File: config.mk
export PLATFORM = sky130hd
export DESIGN_NAME = uart_frame_parser
export DESIGN_NICKNAME = d
export VERILOG_FILES = /design/src/rtl/uart_frame_parser.sv
export SDC_FILE = /design/constraint.sdc
export NUM_CORES = 1
export LEC_CHECK = 0
export CAP_MARGIN = 20
export CELL_PAD_IN_SITES_DETAIL_PLACEMENT = 0
export CELL_PAD_IN_SITES_GLOBAL_PLACEMENT = 2
export CORE_MARGIN = 2
export CORE_UTILIZATION = 47
export DETAILED_ROUTE_END_ITERATION = 7
export PLACE_DENSITY = 0.88
export SYNTH_ARGS = -nofsm -noshare
export SYNTH_HDL_FRONTEND = slang
export SYNTH_SLANG_ARGS = --single-unit
File: constraint.sdc
create_clock -name clk_i -period 4.04 [get_ports clk_i]
set_input_delay 0.606 -clock clk_i [delete_from_list [all_inputs] [get_ports clk_i]]
set_output_delay 0.606 -clock clk_i [all_outputs]
set_load 0.05 [all_outputs]
File: src/rtl/uart_frame_parser.sv
// Frame parser behind the UART receiver: SYNC, CMD, LEN, PAYLOAD[LEN], CHK with XOR check and valid/ack hand-off.
// Define FRAME_TIMEOUT_EN to build the inter-byte timeout; without it err_timeout_o is tied low.
module uart_frame_parser #(
    parameter logic [7:0]   SYNC_BYTE    = 8'hA5,
    parameter int unsigned  MAX_LEN      = 16,
    parameter int unsigned  TIMEOUT_CLKS = 100_000,
    localparam int unsigned LEN_W        = $clog2(MAX_LEN + 1),
    localparam int unsigned ADDR_W       = (MAX_LEN > 1) ? $clog2(MAX_LEN) : 1
) (
    input  logic              clk_i,
    input  logic              rst_i,
    input  logic [7:0]        in_data_i,
    input  logic              in_valid_i,
    output logic              frame_valid_o,
    input  logic              frame_ack_i,
    output logic [7:0]        frame_cmd_o,
    output logic [LEN_W-1:0]  frame_len_o,
    input  logic [ADDR_W-1:0] rd_addr_i,
    output logic [7:0]        rd_data_o,
    output logic              err_chk_o,
    output logic              err_len_o,
    output logic              err_drop_o,
    output logic              err_timeout_o
);

    // state     | meaning
    // S_HUNT    | discarding bytes until SYNC_BYTE
    // S_CMD     | next byte is CMD
    // S_LEN     | next byte is LEN
    // S_PAYLOAD | storing payload bytes, then the CHK byte
    // S_HOLD    | good frame presented, waiting for ack
    typedef enum logic [2:0] {S_HUNT, S_CMD, S_LEN, S_PAYLOAD, S_HOLD} state_t;

    state_t           state_q, state_d;
    logic [7:0]       cmd_q, cmd_d;
    logic [7:0]       chk_q, chk_d;
    logic [LEN_W-1:0] len_q, len_d;
    logic [LEN_W-1:0] cnt_q, cnt_d;
    logic             err_chk_q, err_chk_d;
    logic             err_len_q, err_len_d;
    logic             err_drop_q, err_drop_d;
    logic [7:0]       buf_q [2**ADDR_W];
    logic             buf_we;
    logic             is_sync, len_bad, payload_done, chk_ok, timeout_hit;

    assign is_sync      = (in_data_i == SYNC_BYTE);
    assign len_bad      = (32'(in_data_i) > MAX_LEN);
    assign payload_done = (cnt_q == len_q);
    assign chk_ok       = (in_data_i == chk_q);

`ifdef FRAME_TIMEOUT_EN
    localparam int unsigned     TO_W      = (TIMEOUT_CLKS > 1) ? $clog2(TIMEOUT_CLKS) : 1;
    localparam logic [TO_W-1:0] TO_RELOAD = TO_W'(TIMEOUT_CLKS - 1);

    logic [TO_W-1:0] idle_q, idle_d;
    logic            in_frame;
    logic            err_timeout_q;

    assign in_frame = (state_q == S_CMD) || (state_q == S_LEN) || (state_q == S_PAYLOAD);

    // Down-counter reloads on every byte and whenever no frame is open.
    always_comb begin
        idle_d = idle_q;
        if (!in_frame || in_valid_i) begin
            idle_d = TO_RELOAD;
        end else if (idle_q != '0) begin
            idle_d = idle_q - 1'b1;
        end
    end

    assign timeout_hit = in_frame && !in_valid_i && (idle_q == '0);

    always_ff @(posedge clk_i) begin
        if (rst_i) begin
            idle_q        <= TO_RELOAD;
            err_timeout_q <= 1'b0;
        end else begin
            idle_q        <= idle_d;
            err_timeout_q <= timeout_hit;
        end
    end

    assign err_timeout_o = err_timeout_q;
`else
    assign timeout_hit   = 1'b0;
    assign err_timeout_o = 1'b0;
`endif

    always_ff @(posedge clk_i) begin
        if (rst_i) begin
            state_q <= S_HUNT;
        end else begin
            state_q <= state_d;
        end
    end

    always_comb begin
        state_d = state_q;
        case (state_q)
            S_HUNT: begin
                if (in_valid_i && is_sync) state_d = S_CMD;
            end
            S_CMD: begin
                if (in_valid_i) state_d = S_LEN;
            end
            S_LEN: begin
                if (in_valid_i) state_d = len_bad ? S_HUNT : S_PAYLOAD;
            end
            S_PAYLOAD: begin
                if (in_valid_i && payload_done) state_d = chk_ok ? S_HOLD : S_HUNT;
            end
            S_HOLD: begin
                // An ack frees the parser in time to treat a same-cycle byte as a hunt byte.
                if (frame_ack_i) state_d = (in_valid_i && is_sync) ? S_CMD : S_HUNT;
            end
            default: state_d = S_HUNT;
        endcase
        if (timeout_hit) state_d = S_HUNT;
    end

    always_comb begin
        cmd_d      = cmd_q;
        chk_d      = chk_q;
        len_d      = len_q;
        cnt_d      = cnt_q;
        buf_we     = 1'b0;
        err_chk_d  = 1'b0;
        err_len_d  = 1'b0;
        err_drop_d = 1'b0;
        if (in_valid_i) begin
            case (state_q)
                S_CMD: begin
                    cmd_d = in_data_i;
                    chk_d = in_data_i;
                end
                S_LEN: begin
                    if (len_bad) begin
                        err_len_d = 1'b1;
                    end else begin
                        len_d = LEN_W'(in_data_i);
                        chk_d = chk_q ^ in_data_i;
                        cnt_d = '0;
                    end
                end
                S_PAYLOAD: begin
                    if (!payload_done) begin
                        buf_we = 1'b1;
                        chk_d  = chk_q ^ in_data_i;
                        cnt_d  = cnt_q + 1'b1;
                    end else if (!chk_ok) begin
                        err_chk_d = 1'b1;
                    end
                end
                S_HOLD: begin
                    if (!frame_ack_i) err_drop_d = 1'b1;
                end
                default: ;
            endcase
        end

        frame_valid_o = (state_q == S_HOLD);
        frame_cmd_o   = cmd_q;
        frame_len_o   = len_q;
        rd_data_o     = buf_q[rd_addr_i];
        err_chk_o     = err_chk_q;
        err_len_o     = err_len_q;
        err_drop_o    = err_drop_q;
    end

    always_ff @(posedge clk_i) begin
        if (rst_i) begin
            cmd_q      <= '0;
            chk_q      <= '0;
            len_q      <= '0;
            cnt_q      <= '0;
            err_chk_q  <= 1'b0;
            err_len_q  <= 1'b0;
            err_drop_q <= 1'b0;
        end else begin
            cmd_q      <= cmd_d;
            chk_q      <= chk_d;
            len_q      <= len_d;
            cnt_q      <= cnt_d;
            err_chk_q  <= err_chk_d;
            err_len_q  <= err_len_d;
            err_drop_q <= err_drop_d;
        end
    end

    always_ff @(posedge clk_i) begin
        if (buf_we && !rst_i) buf_q[ADDR_W'(cnt_q)] <= in_data_i;
    end

endmodule

==> results by group, run 1 <==
Worst setup path
  • Slowest stage delay, CP: 560 ps
  • Critical Path RT: 3430 ps
  • CP Capture Type: output pin
  • Top delay family on crit path: multiplexers
  • Buf/Inv on CP: 3
  • CP arrival: 2600 ps
  • Critical Path Source Type: input pin
  • Worst-path cell chain: buf_2 > buf_4 > mux4_2 > mux4_2 > buf_4
  • Crit-path slowest cell: mux4_2
  • Worst-path fanout max: 15
  • Critical path class: in -> out
  • Reg2reg setup slack: 1480 ps

STA
  • Relative slew slack: 44.8%
  • RSZ-0062 raised after global routing: false
  • Minimum clock period after layout: 3210 ps
  • Hold slack final: 464 ps
  • Max Fclk: 312 MHz
  • Pins Over Slew Limit: 0
  • Slew @ Worst Pin: 824 ps
  • Final Hold Viols: 0
  • Setup TNS: 0 ps
  • Setup violations, final: 0
  • Clock Skews: 5.19 ps
  • Period utilization: 79.3%

Yosys
  • Synth area leaders: edfxtp_1 58%, mux4_2 14%, dfxtp_1 9.6%
  • Net Count, Synth: 437
  • Library cells used by synthesis: 49
  • Async SR Flop Fraction: 0%
  • Sequential share of the synthesized area: 67.5%
  • Post-synth EDFFs: 128
  • Top_reg_cell synth: edfxtp_1
  • Cell Area, Synth: 6640 sq um
  • Synth Area per Inst: 15.9 sq um
  • Synthesis Warnings: 0
  • Post-Synthesis Cells: 417
  • Yosys top cell by area: edfxtp_1
  • Yosys reg bits: 160
  • Synth top area share: 57.9%

Final layout
  • Nets@finish: 496
  • Area delta synth->final: 19.3%
  • Reg area: 4480 sq um
  • Share of cells above drive strength 1: 22.9%
  • ANT cells: 0
  • Area taken by multi-input logic gates: 2010 sq um
  • Most frequent cells in the layout: 128 x edfxtp_1, 47 x nand2_1, 40 x mux4_2
  • Most common cell after layout, fill and taps aside: edfxtp_1
  • Fillers: 1077

Detailed routing
  • DRT Wirelength: 14800 um
  • Number of remaining DRC errors: 0
  • Via density per instance: 5.81
  • Wire length per cell: 22.2 um
  • DR vias: 3890
  • Final ANT Viol Nets: 0
  • TritonRoute pass-1 iters: 6
  • Starting DRT DRC Count: 408

Clocking
  • CTS max path bufs: 2
  • Num Clock Sinks: 160
  • H-tree depth: 4
  • Clock insertion delay at the later pin of the skew report: 420 ps
  • CTS root buf: clkbuf_16
  • PostCTS Resize Cnt: 0
  • CTS tree: built
  • Clock Pin Slew Worst Setup and Hold Paths: 60 ps
  • CTS Buf Count: 17
  • Cts-stage hold buffer count: 0
  • Setup bufs post-CTS: 0

Global route
  • GRT Total Usage: 21.9%
  • Initial antenna violation count: 0
  • First-pass GRT wire length: 23400 um
  • Largest net degree at the start of global routing: 33
  • GR Overflow Total: 0
  • Vias in the first global route: 3930

Power
  • Total power: 0.00360 W
  • Worst vdd ir: 266 uV
  • Pleak: 2.60 nW
  • PD cells: 455 nW/um^2

Floorplan
  • Die width: 123 um
  • Die area: 15100 sq um
  • Die H: 123 um
  • Core area: 13800 sq um
  • Initial Util: 48.0%
  • Row count: 43
  • # IOs: 42

Place
  • Dpl hpwl: 9600 um
  • # port buffers: 40
  • RePlAce Congestion: 0.834

Status
  • Status: complete, no violations

Hold path
  • Hold crit path type: reg -> reg

Flow run
  • Max-Cap Viols: 0
## path summary, 6_finish.rpt
kind	cells after the start	startpoint	endpoint
max	5	rd_addr_i[0]	rd_data_o[1]
min reg2reg	2	frame_cmd_o[1]$_SDFFE_PP0P_	frame_cmd_o[1]$_SDFFE_PP0P_
max reg2reg	6	state_q[1]$_SDFFE_PP0P_	buf_q[8][5]$_DFFE_PP_
min	2	frame_cmd_o[1]$_SDFFE_PP0P_	frame_cmd_o[1]$_SDFFE_PP0P_
## worst reg2reg max path, cell delays in order (launching register included)
cell and delay, ps:
dfxtp_1 480, nor2b_1 170, buf_4 200, nand4b_1 140, a21oi_1 350, nand2_1 200
nor2_1 650
## where the power goes
part | internal [W] | switching (W) | total, W
clock network | 0.000983 | 0.000650 | 0.00163
logic | 0.0000776 | 0.000115 | 0.000193
registers | 0.00178 | 0.00000140 | 0.00178
## per-stage QoR
stage / utilization (%) / cell area (sq um) / worst slack (ps) / cells
5_1_grt: 57.3 / 7920 / 701 / 669
3_3_place_gp: 52.9 / 7310 / 842 / 637
3_5_place_dp: 52.9 / 7310 / 802 / 637
6_report: 57.3 / 7920 / 835 / 669
2_1_floorplan: - / 6640 / 1160 / 417
4_1_cts: 57.3 / 7920 / 791 / 669
## synthesized netlist by cell type (all sizes together), types with 4 or more instances
cell type,n
o31ai,9
nand2b,4
nor3,7
xor2,13
edfxtp,128
buf,12
a21oi,22
nand2,47
nor2,29
ha,4
inv,6
mux4,40
clkbuf,14
o311ai,7
dfxtp,32
## cell families (layout without fill, tap and decap cells)
family / after synthesis / in the layout / synth area share [%]
flops: 160 / 160 / 67.5
simple gates: 112 / 112 / 8.19
compound gates: 53 / 53 / 5.63
mux: 42 / 42 / 13.9
buf+inv: 32 / 104 / 2.26
xor+xnor: 13 / 13 / 1.71
fa+ha+maj: 4 / 4 / 0.753
other cells: 1 / 1 / 0.0565
## routing by layer
metal / part of all wire [%] / vias to the layer above / wire length (um) / track usage, %
met4: 2.3 / 0 / 344 / 9.05
li1: - / 1762 / - / -
met5: 0 / - / 0 / 0
met2: 49 / 173 / 7210 / 34.0
met1: 42 / 1927 / 6210 / 29.6
met3: 7.2 / 28 / 1070 / 5.44
## registers in the layout, summed over array words and instances, names as in the netlist
| name | flops |
|---|---|
| frame_len_o | 5 |
| err_chk_o | 1 |
| cnt_q | 5 |
| chk_q | 8 |
| err_len_o | 1 |
| frame_cmd_o | 8 |
| err_drop_o | 1 |
| buf_q | 128 |
| state_q | 3 |
## final cells by class
class / count / share of cell area (%)
sequential: 160 / 56.6
multi-input combinational: 225 / 25.4
timing repair buffer: 66 / 7.20
clock buffer: 18 / 5.42
tap: 180 / 2.84
clock inverter: 14 / 2.29
inverter: 6 / 0.284
No activity file was read; power rests on OpenSTA's default activity.
==> run 2: changes to the inputs <==
CORE_UTILIZATION = 39   (was 47)
PLACE_DENSITY = 0.79   (was 0.88)
clock period = 2.91 ns   (was 4.04 ns; I/O delays follow)
==> results by group, run 2 (same netlist as run 1, synthesis figures left out) <==
Worst setup path
  • Critical path class: in -> out
  • Critical Path RT: 2470 ps (-960 ps)
  • CP arrival: 2280 ps (-320 ps)
  • Slowest stage delay, CP: 520 ps (-40 ps)
  • Crit-path most repeated cell: mux4_2
  • Crit-path slowest cell: clkdlybuf4s50_1
  • Worst-path fanout max: 32 (+17)
  • CP Capture Type: output pin
  • Worst-path cell chain: clkdlybuf4s50_1 > buf_12 > mux4_2 > mux4_2 > buf_4
  • Critical Path Source Type: input pin

Clocking
  • CTS Buf Count: 17 (unchanged)
  • Num Clock Sinks: 160 (unchanged)
  • CTS max path bufs: 2 (unchanged)
  • Clock insertion delay at the later pin of the skew report: 420 ps (about the same)
  • Setup bufs post-CTS: 0 (unchanged)
  • CTS root buf: clkbuf_16
  • CTS tree: built
  • Clock Pin Slew Worst Setup and Hold Paths: 70 ps (about the same)
  • Cts-stage hold buffer count: 0 (unchanged)
  • PostCTS Resize Cnt: 0 (unchanged)
  • H-tree depth: 4 (unchanged)

STA
  • RSZ-0062 raised after global routing: false
  • Final Hold Viols: 0 (unchanged)
  • Pins Over Slew Limit: 0 (unchanged)
  • Period utilization: 93.3%
  • Setup TNS: 0 ps (unchanged)
  • Setup violations, final: 0 (unchanged)
  • Relative slew slack: 61.5% (+17 points)
  • Clock Skews: 7.83 ps (+2.63 ps)
  • Max Fclk: 368 MHz
  • Minimum clock period after layout: 2710 ps
  • Slew @ Worst Pin: 572 ps (-253 ps)

Detailed routing
  • Number of remaining DRC errors: 0 (unchanged)
  • Wire length per cell: 20.5 um (-7.4%)
  • Starting DRT DRC Count: 287 (-30%)
  • Final ANT Viol Nets: 0 (unchanged)
  • DR vias: 3816 (-1.9%)
  • Via density per instance: 5.31 (-8.7%)
  • DRT Wirelength: 14800 um (-0.44%)
  • TritonRoute pass-1 iters: 4 (-2)

Global route
  • Initial antenna violation count: 0 (unchanged)
  • Vias in the first global route: 4025 (+2.4%)
  • Largest net degree at the start of global routing: 33 (unchanged)
  • GR Overflow Total: 0 (unchanged)
  • GRT Total Usage: 17.6% (-4.3 points)
  • First-pass GRT wire length: 23200 um (-0.85%)

Power
  • Pleak: 2.68 nW (+3.0%)
  • Worst vdd ir: 433 uV (+63%)
  • PD cells: 629 nW/um^2 (+38%)

Place
  • # port buffers: 40 (unchanged)
  • RePlAce Congestion: 0.761 (-8.7%)
  • Dpl hpwl: 9860 um (+2.8%)
  • Placed Area: 7460 sq um (+2.1%)

Final layout
  • Nets@finish: 506 (+2.0%)
  • Fillers: 1419 (+32%)
  • Area delta synth->final: 21.7%
  • Largest Register: buf_q
  • Most frequent cells in the layout: 128 x edfxtp_1, 47 x nand2_1, 42 x buf_4
  • Finished Cell Area: 8080 sq um (+2.0%)
  • Most common cell after layout, fill and taps aside: edfxtp_1
  • Share of cells above drive strength 1: 24.4% (+1.5 points)
  • Max reg flops: 128 (unchanged)
  • ANT cells: 0 (unchanged)

Floorplan
  • # IOs: 42 (unchanged)
  • Die H: 135 um (+9.5%)
  • Die area: 18100 sq um (+20%)
  • Die width: 135 um (+9.5%)
  • Core area: 16600 sq um (+20%)
  • Initial Util: 39.9% (-8.1 points)
  • Row count: 47 (+9.3%)

Flow run
  • Max-Cap Viols: 0 (unchanged)

Hold path
  • Hold crit path type: reg -> reg

Status
  • Status: complete, no violations
## run 2: changes by cell type in the layout (fill, tap and decap cells not counted), sizes merged
cell	change
clkbuf	-1
buf	+10
clkinv	-1
inv	+5
clkinvlp	-3
## run 2: path summary, 6_finish.rpt
kind	start	endpoint	slack [ps]	cells after the start
setup / recovery	rd_addr_i[1]	rd_data_o[3]	200	5
hold / removal	frame_cmd_o[0]$_SDFFE_PP0P_	frame_cmd_o[0]$_SDFFE_PP0P_	460	2
setup reg to reg	state_q[1]$_SDFFE_PP0P_	buf_q[3][5]$_DFFE_PP_	690	7
hold reg to reg	frame_cmd_o[0]$_SDFFE_PP0P_	frame_cmd_o[0]$_SDFFE_PP0P_	460	2
## run 2: final cells by class
class	instances	area, sq um	share of cell area (%)
clock buffer	17	425	5.26
inverter	6	22.5	0.279
multi-input combinational	225	2010	24.8
timing repair buffer	76	671	8.30
tap	220	275	3.41
clock inverter	15	196	2.43
sequential	160	4480	55.5
## run 2: metrics by stage
step	setup slack [ps]	instances	power (W)	utilization (%)	hold slack [ps]
floorplan	365	417	0.00268	-	470
global placement	180	687	0.00279	44.8	445
detailed placement	133	687	0.00280	44.8	451
CTS	175	719	0.00513	48.6	460
global route	143	719	0.00523	48.6	489
finish	196	719	0.00509	48.6	459
## run 2: per-layer routing
metal	vias up	track usage [%]	part of all wire [%]
met4	0	5.79	1.1
met3	15	3.75	5.0
li1	1775	-	-
met2	91	29.4	51
met5	-	0	0
met1	1935	23.0	43
## run 2: worst max-delay path, delay by kind of cell
kind | cells | cell delay (ps)
mux | 2 | 860
buf+inv | 3 | 960
## run 2: report_power, final
| part | internal (W) | total, W | switching, W |
|---|---|---|---|
| registers | 0.00247 | 0.00247 | 0.00000195 |
| logic | 0.000113 | 0.000276 | 0.000163 |
| clock network | 0.00138 | 0.00234 | 0.000959 |
| total | 0.00396 | 0.00509 | 0.00112 |
==> RTL edit 1 (config.mk and constraints of run 1) <==
The 5 states of `state_t` get a one-hot encoding in 5 bits.
--- a/src/rtl/uart_frame_parser.sv
+++ b/src/rtl/uart_frame_parser.sv
@@ -30,5 +30,5 @@
     // S_PAYLOAD | storing payload bytes, then the CHK byte
     // S_HOLD    | good frame presented, waiting for ack
-    typedef enum logic [2:0] {S_HUNT, S_CMD, S_LEN, S_PAYLOAD, S_HOLD} state_t;
+    typedef enum logic [4:0] {S_HUNT = 5'b00001, S_CMD = 5'b00010, S_LEN = 5'b00100, S_PAYLOAD = 5'b01000, S_HOLD = 5'b10000} state_t;
 
     state_t           state_q, state_d;
Formal check against the unedited RTL: same outputs for any inputs over 4 cycles, from zero or initial values and one cycle with rst_i high; so few cycles prove little.
==> RTL edit 1 against run 1 <==
- wire length up 8.3%
- first-iteration DRC count fell by 13%
- setup slack gained 0.022 ns
- critical path type unchanged
- sequential cell count rose by 2
- largest cell class unchanged
- critical path depth stayed put
- final area is 5.2% higher
- area after synthesis up 4.7%
Power is not compared: it rests on default switching activity, and its combinational part moved more than twofold at a synthesized area within 25%.
==> RTL edit 1: results (changes against run 1) <==
cts:
  clk_latency_ns: 0.43
  post-cts-setup-buffers: 0  # unchanged
  cts-root-buf: "clkbuf_16"
synth:
  syn-num-nets: 456  # +4.3%
  synth_compound_area_frac: 0.0622  # +0.00592
  synth_xor_area_frac: 0.0139  # -0.00329
  synth_cell_types: 61  # +24%
  synth_edf_count: 128  # unchanged
  synth_common_cells: "128 x edfxtp_1, 40 x mux4_2, 35 x nor2_1"
  synthFlopType: "edfxtp_1"
  netlist_top_cells_area: "edfxtp_1 55%, mux4_2 13%, dfxtp_1 9.8%, mux2i_1 2.3%, nor2_1 1.9%"
  synth_fa_ha_area_frac: 0.00720  # -0.000339
  syn-cell-area_um2: 6960  # +4.7%
  synthMuxAreaShare: 0.153  # +0.0137
  ys_seq_area_frac: 0.650  # -0.0246
status:
  outcome: "complete, no violations"
grt:
  grt_pass1_vias: 4215  # +7.3%
  grt_use_total: 0.213  # -0.00590
  grt_pass1_wl_mm: 24.9  # +6.2%
place:
  hpwl_mm: 10.7  # +11%
  io_buffers: 40  # unchanged
  gp_congestion: 0.829  # -0.66%
route:
  wirelength_mm: 16.1  # +8.3%
  first_iter_violations: 356  # -13%
  first_pass_iters: 4  # -2
  drtAntennaViolNets: 0  # unchanged
  viasPerCell: 5.90  # +1.5%
worst_setup_path:
  crit_family: "buffers and inverters"
  cp_data_arrival_time_ns: 2.58  # -0.02 ns
  cp_slowest_cell: "mux4_2"
  critPathMaxStageDelay_ns: 0.51  # -0.05 ns
  cp_max_fo: 32  # +17
final_layout:
  largest_register_ffs: 128  # unchanged
  drive_gt1_frac: 0.246  # +0.0171
  diodes: 0  # unchanged
  final_nets: 523  # +5.4%
sta:
  finClkSkew_ns: 0.0125  # +0.00729 ns
  slew_headroom: 0.492  # +0.0436
hold_path:
  hold_class: "flop to flop"
power:
  ir_drop_mv: 0.257
-- RTL edit 1: cell types whose count changed after synthesis, sizes merged, moves of 6 or more --
cell	delta
nand2	-35
a21oi	-15
mux2i	+15
xor2	-11
nor2b	+10
xnor2	+9
o31ai	-7
nand3	+6
nor2	+6
o311ai	-6
-- RTL edit 1: final cells by class --
| cell class | count | area (um^2) |
|---|---|---|
| fill | 1120 | 6140 |
| sequential | 162 | 4520 |
| multi-input combinational | 239 | 2290 |
| timing repair buffer | 76 | 658 |
| clock buffer | 18 | 429 |
| tap | 184 | 230 |
| clock inverter | 14 | 178 |
| inverter | 7 | 26.3 |
-- RTL edit 1: through the flow --
stage	cells	cell area (um^2)	utilization	setup slack, ns
6_report	700	8340	0.576	0.857
4_1_cts	699	8330	0.575	0.830
3_3_place_gp	667	7720	0.533	0.830
3_5_place_dp	667	7720	0.533	0.678
5_1_grt	700	8340	0.576	0.764
2_1_floorplan	436	6960	-	1.16
-- RTL edit 1: logic make-up (layout without fill, tap and decap cells) --
group | count (synthesis) | count (layout)
other | 1 | 1
DFF | 162 | 162
AOI/OAI and AO/OA | 52 | 52
muxes | 56 | 56
and+or+nand+nor | 115 | 115
buffers and inverters | 35 | 115
xor gates and xnor gates | 11 | 11
adders and majority gates | 4 | 4
-- RTL edit 1: path summary, 6_finish.rpt --
check	end	slack (ns)	depth (start not counted)	from
worst max-delay path	rd_data_o[1]	0.86	5	rd_addr_i[1]
worst min-delay path	frame_cmd_o[5]$_SDFFE_PP0P_	0.46	2	frame_cmd_o[5]$_SDFFE_PP0P_
worst max register to register	buf_q[8][5]$_DFFE_PP_	1.24	5	state_q[1]$_SDFFE_PP0P_
worst min register to register	frame_cmd_o[5]$_SDFFE_PP0P_	0.46	2	frame_cmd_o[5]$_SDFFE_PP0P_
-- RTL edit 1: worst register-to-register path, cell delays in order (launching register included) --
cell	delay, ns
dfxtp_1	0.41
nor3_2	0.29
nand3b_1	0.27
a311oi_1	0.61
nand2_1	0.22
nor2_1	0.63
-- RTL edit 1: routing by layer --
metal  up-vias  GRT usage  part of all wire
met3        20     0.0476             0.060
met5         -          0                 0
met2       144      0.359              0.52
met1      2079      0.274              0.41
li1       1887          -                 -
met4         0     0.0725             0.014
-- RTL edit 1: where the power goes --
group / leakage [uW] / switching (uW) / internal, uW
logic: 0.00104 / 235 / 186
clock network: 0.000289 / 668 / 981
registers: 0.00142 / 39.8 / 1820
==> RTL edit 2 (flow settings as in run 1) <==
Made on the original files. The option `FRAME_TIMEOUT_EN` is turned on by a define.
--- a/src/rtl/uart_frame_parser.sv
+++ b/src/rtl/uart_frame_parser.sv
@@ -1,4 +1,6 @@
 // Frame parser behind the UART receiver: SYNC, CMD, LEN, PAYLOAD[LEN], CHK with XOR check and valid/ack hand-off.
 // Define FRAME_TIMEOUT_EN to build the inter-byte timeout; without it err_timeout_o is tied low.
+`define FRAME_TIMEOUT_EN
+
 module uart_frame_parser #(
     parameter logic [7:0]   SYNC_BYTE    = 8'hA5,
Behaviour: same outputs for any inputs over 4 cycles, from zero or initial values and one cycle with rst_i high; that may be too few to reach the edited logic, so the function may still have changed.
==> RTL edit 2 against run 1 <==
- area after synthesis grew 12%
- final area grew 9.8%
- total power grew 5.0%
- sequential cell count grew 18
- synthesized cell count grew 24%
- wire length grew 8.3%
- first-iteration DRC count shrank 15%
- count of clock-buffer cells in the layout shrank 1
- setup slack gained 0.0028 ns
==> RTL edit 2: results (changes against run 1) <==
status:
  outcome: "complete, no violations"
worst_setup_path:
  rr_endpoint: "buf_q[7][0]$_DFFE_PP_"
  critPathMaxStageDelay_ns: 0.48  # -0.08 ns
  reg2reg_depth: 5  # -1
  r2r-start: "state_q[1]$_SDFFE_PP0P_"
  rrSetupSlack_ns: 1.07  # -0.41 ns
  cp_slowest_cell: "mux4_2"
  crit_family: "buffers and inverters"
  cp_max_fo: 32  # +17
synth:
  synth.avg_cell_area_um2: 14.4  # -9.9%
  syn-num-nets: 539  # +23%
  yosysWarnings: 0  # unchanged
  synth_cell_types: 51  # +4.1%
  netlist_top_cells_area: "edfxtp_1 52%, dfxtp_1 13%, mux4_2 12%, nand2_1 2.4%, o21ai_0 1.9%"
  postSynth.asyncResetShare: 0  # unchanged
  synth_common_cells: "128 x edfxtp_1, 50 x dfxtp_1, 48 x nand2_1"
  synth_edf_count: 128  # unchanged
  ys_seq_area_frac: 0.652  # -0.0234
final_layout:
  final_util: 0.568  # -0.00516
  final_cells: 791  # +18%
  reg_top3: "buf_q (128), idle_q (17)"
  final_nets: 587  # +18%
  fill_cells: 1248  # +16%
  final_common_cell: "edfxtp_1"
  drive_gt1_frac: 0.181  # -0.0477
route:
  first_pass_iters: 4  # -2
  viasPerCell: 5.56  # -4.3%
  wire_per_inst_um: 20.3  # -8.4%
  first_iter_violations: 346  # -15%
grt:
  antenna_found_initial: 1  # +1
  grt_use_total: 0.205  # -0.0135
  grt_pass1_wl_mm: 25.3  # +8.0%
  grt_max_degree: 33  # unchanged
  grt_pass1_vias: 4363  # +11%
cts:
  htree_num_levels: 4  # unchanged
  clk_latency_ns: 0.42  # about the same
  post-cts-setup-buffers: 0  # unchanged
  cts-root-buf: "clkbuf_16"
  clk_path_buf_depth: 2  # unchanged
sta:
  tightest_slew_ns: 0.840  # +0.0155 ns
  finClkSkew_ns: 0.00883  # +0.00364 ns
  fin_hold_ws_ns: 0.454  # -0.00938 ns
power:
  ir_drop_mv: 0.244  # -8.2%
  p_leak_uw: 0.00277  # +6.3%
hold_path:
  hp-start: "frame_cmd_o[6]$_SDFFE_PP0P_"
  hold_depth: 2  # unchanged
  hold_class: "flop to flop"
  hold_path_end: "frame_cmd_o[6]$_SDFFE_PP0P_"
place:
  io_buffers: 41  # +2.5%
  gp_congestion: 0.781  # -6.3%
  hpwl_mm: 10.8  # +13%
  place_area_um2: 8100  # +11%
  dp.cells: 758  # +19%
  post-place-ws_ns: 0.664  # -0.138 ns
-- RTL edit 2: report_power, final --
part           total (uW)  leakage [uW]  internal [uW]  switching (uW)
sequential           1950       0.00155           1950           0.296
combinational         192      0.000935           77.9             114
clock                1640      0.000280            966             673
-- RTL edit 2: how the worst max path moves through the flow --
stage,start,endpoint,slack (ns),cells after the start
after floorplan,rd_addr_i[0],rd_data_o[0],1.16,4
final,rd_addr_i[1],rd_data_o[2],0.84,5
after CTS,rd_addr_i[1],rd_data_o[6],0.83,5
after global routing,rd_addr_i[1],rd_data_o[2],0.78,5
after detailed placement,in_valid_i,buf_q[7][2]$_DFFE_PP_,0.66,5
after global placement,in_valid_i,buf_q[7][4]$_DFFE_PP_,0.74,5
-- RTL edit 2: layer usage --
metal	vias up	track usage	part of all wire
li1	2086	-	-
met2	135	0.314	0.46
met5	-	0	0
met1	2164	0.285	0.45
met3	16	0.0599	0.073
met4	0	0.0664	0.012
-- RTL edit 2: kinds of logic (layout without fill, tap and decap cells) --
family | count (synthesis) | count (layout) | share of synthesized area
buffers and inverters | 37 | 98 | 0.0207
AO/OA/AOI/OAI | 83 | 83 | 0.0663
multiplexers | 41 | 41 | 0.123
other | 0 | 1 | 0
adder cells (fa/ha/maj) | 5 | 5 | 0.00841
flip-flops | 178 | 178 | 0.652
AND/OR/NAND/NOR | 148 | 148 | 0.0998
XOR/XNOR | 26 | 26 | 0.0306
-- RTL edit 2: final cells by class --
| type | count | share of cell area |
|---|---|---|
| diodes | 1 | 0.000288 |
| clock inverters | 15 | 0.0191 |
| clock buffers | 17 | 0.0489 |
| multi-input cells | 303 | 0.280 |
| inverters | 8 | 0.00345 |
| well taps | 211 | 0.0304 |
| repair buffers | 58 | 0.0604 |
| flip-flops and latches | 178 | 0.557 |
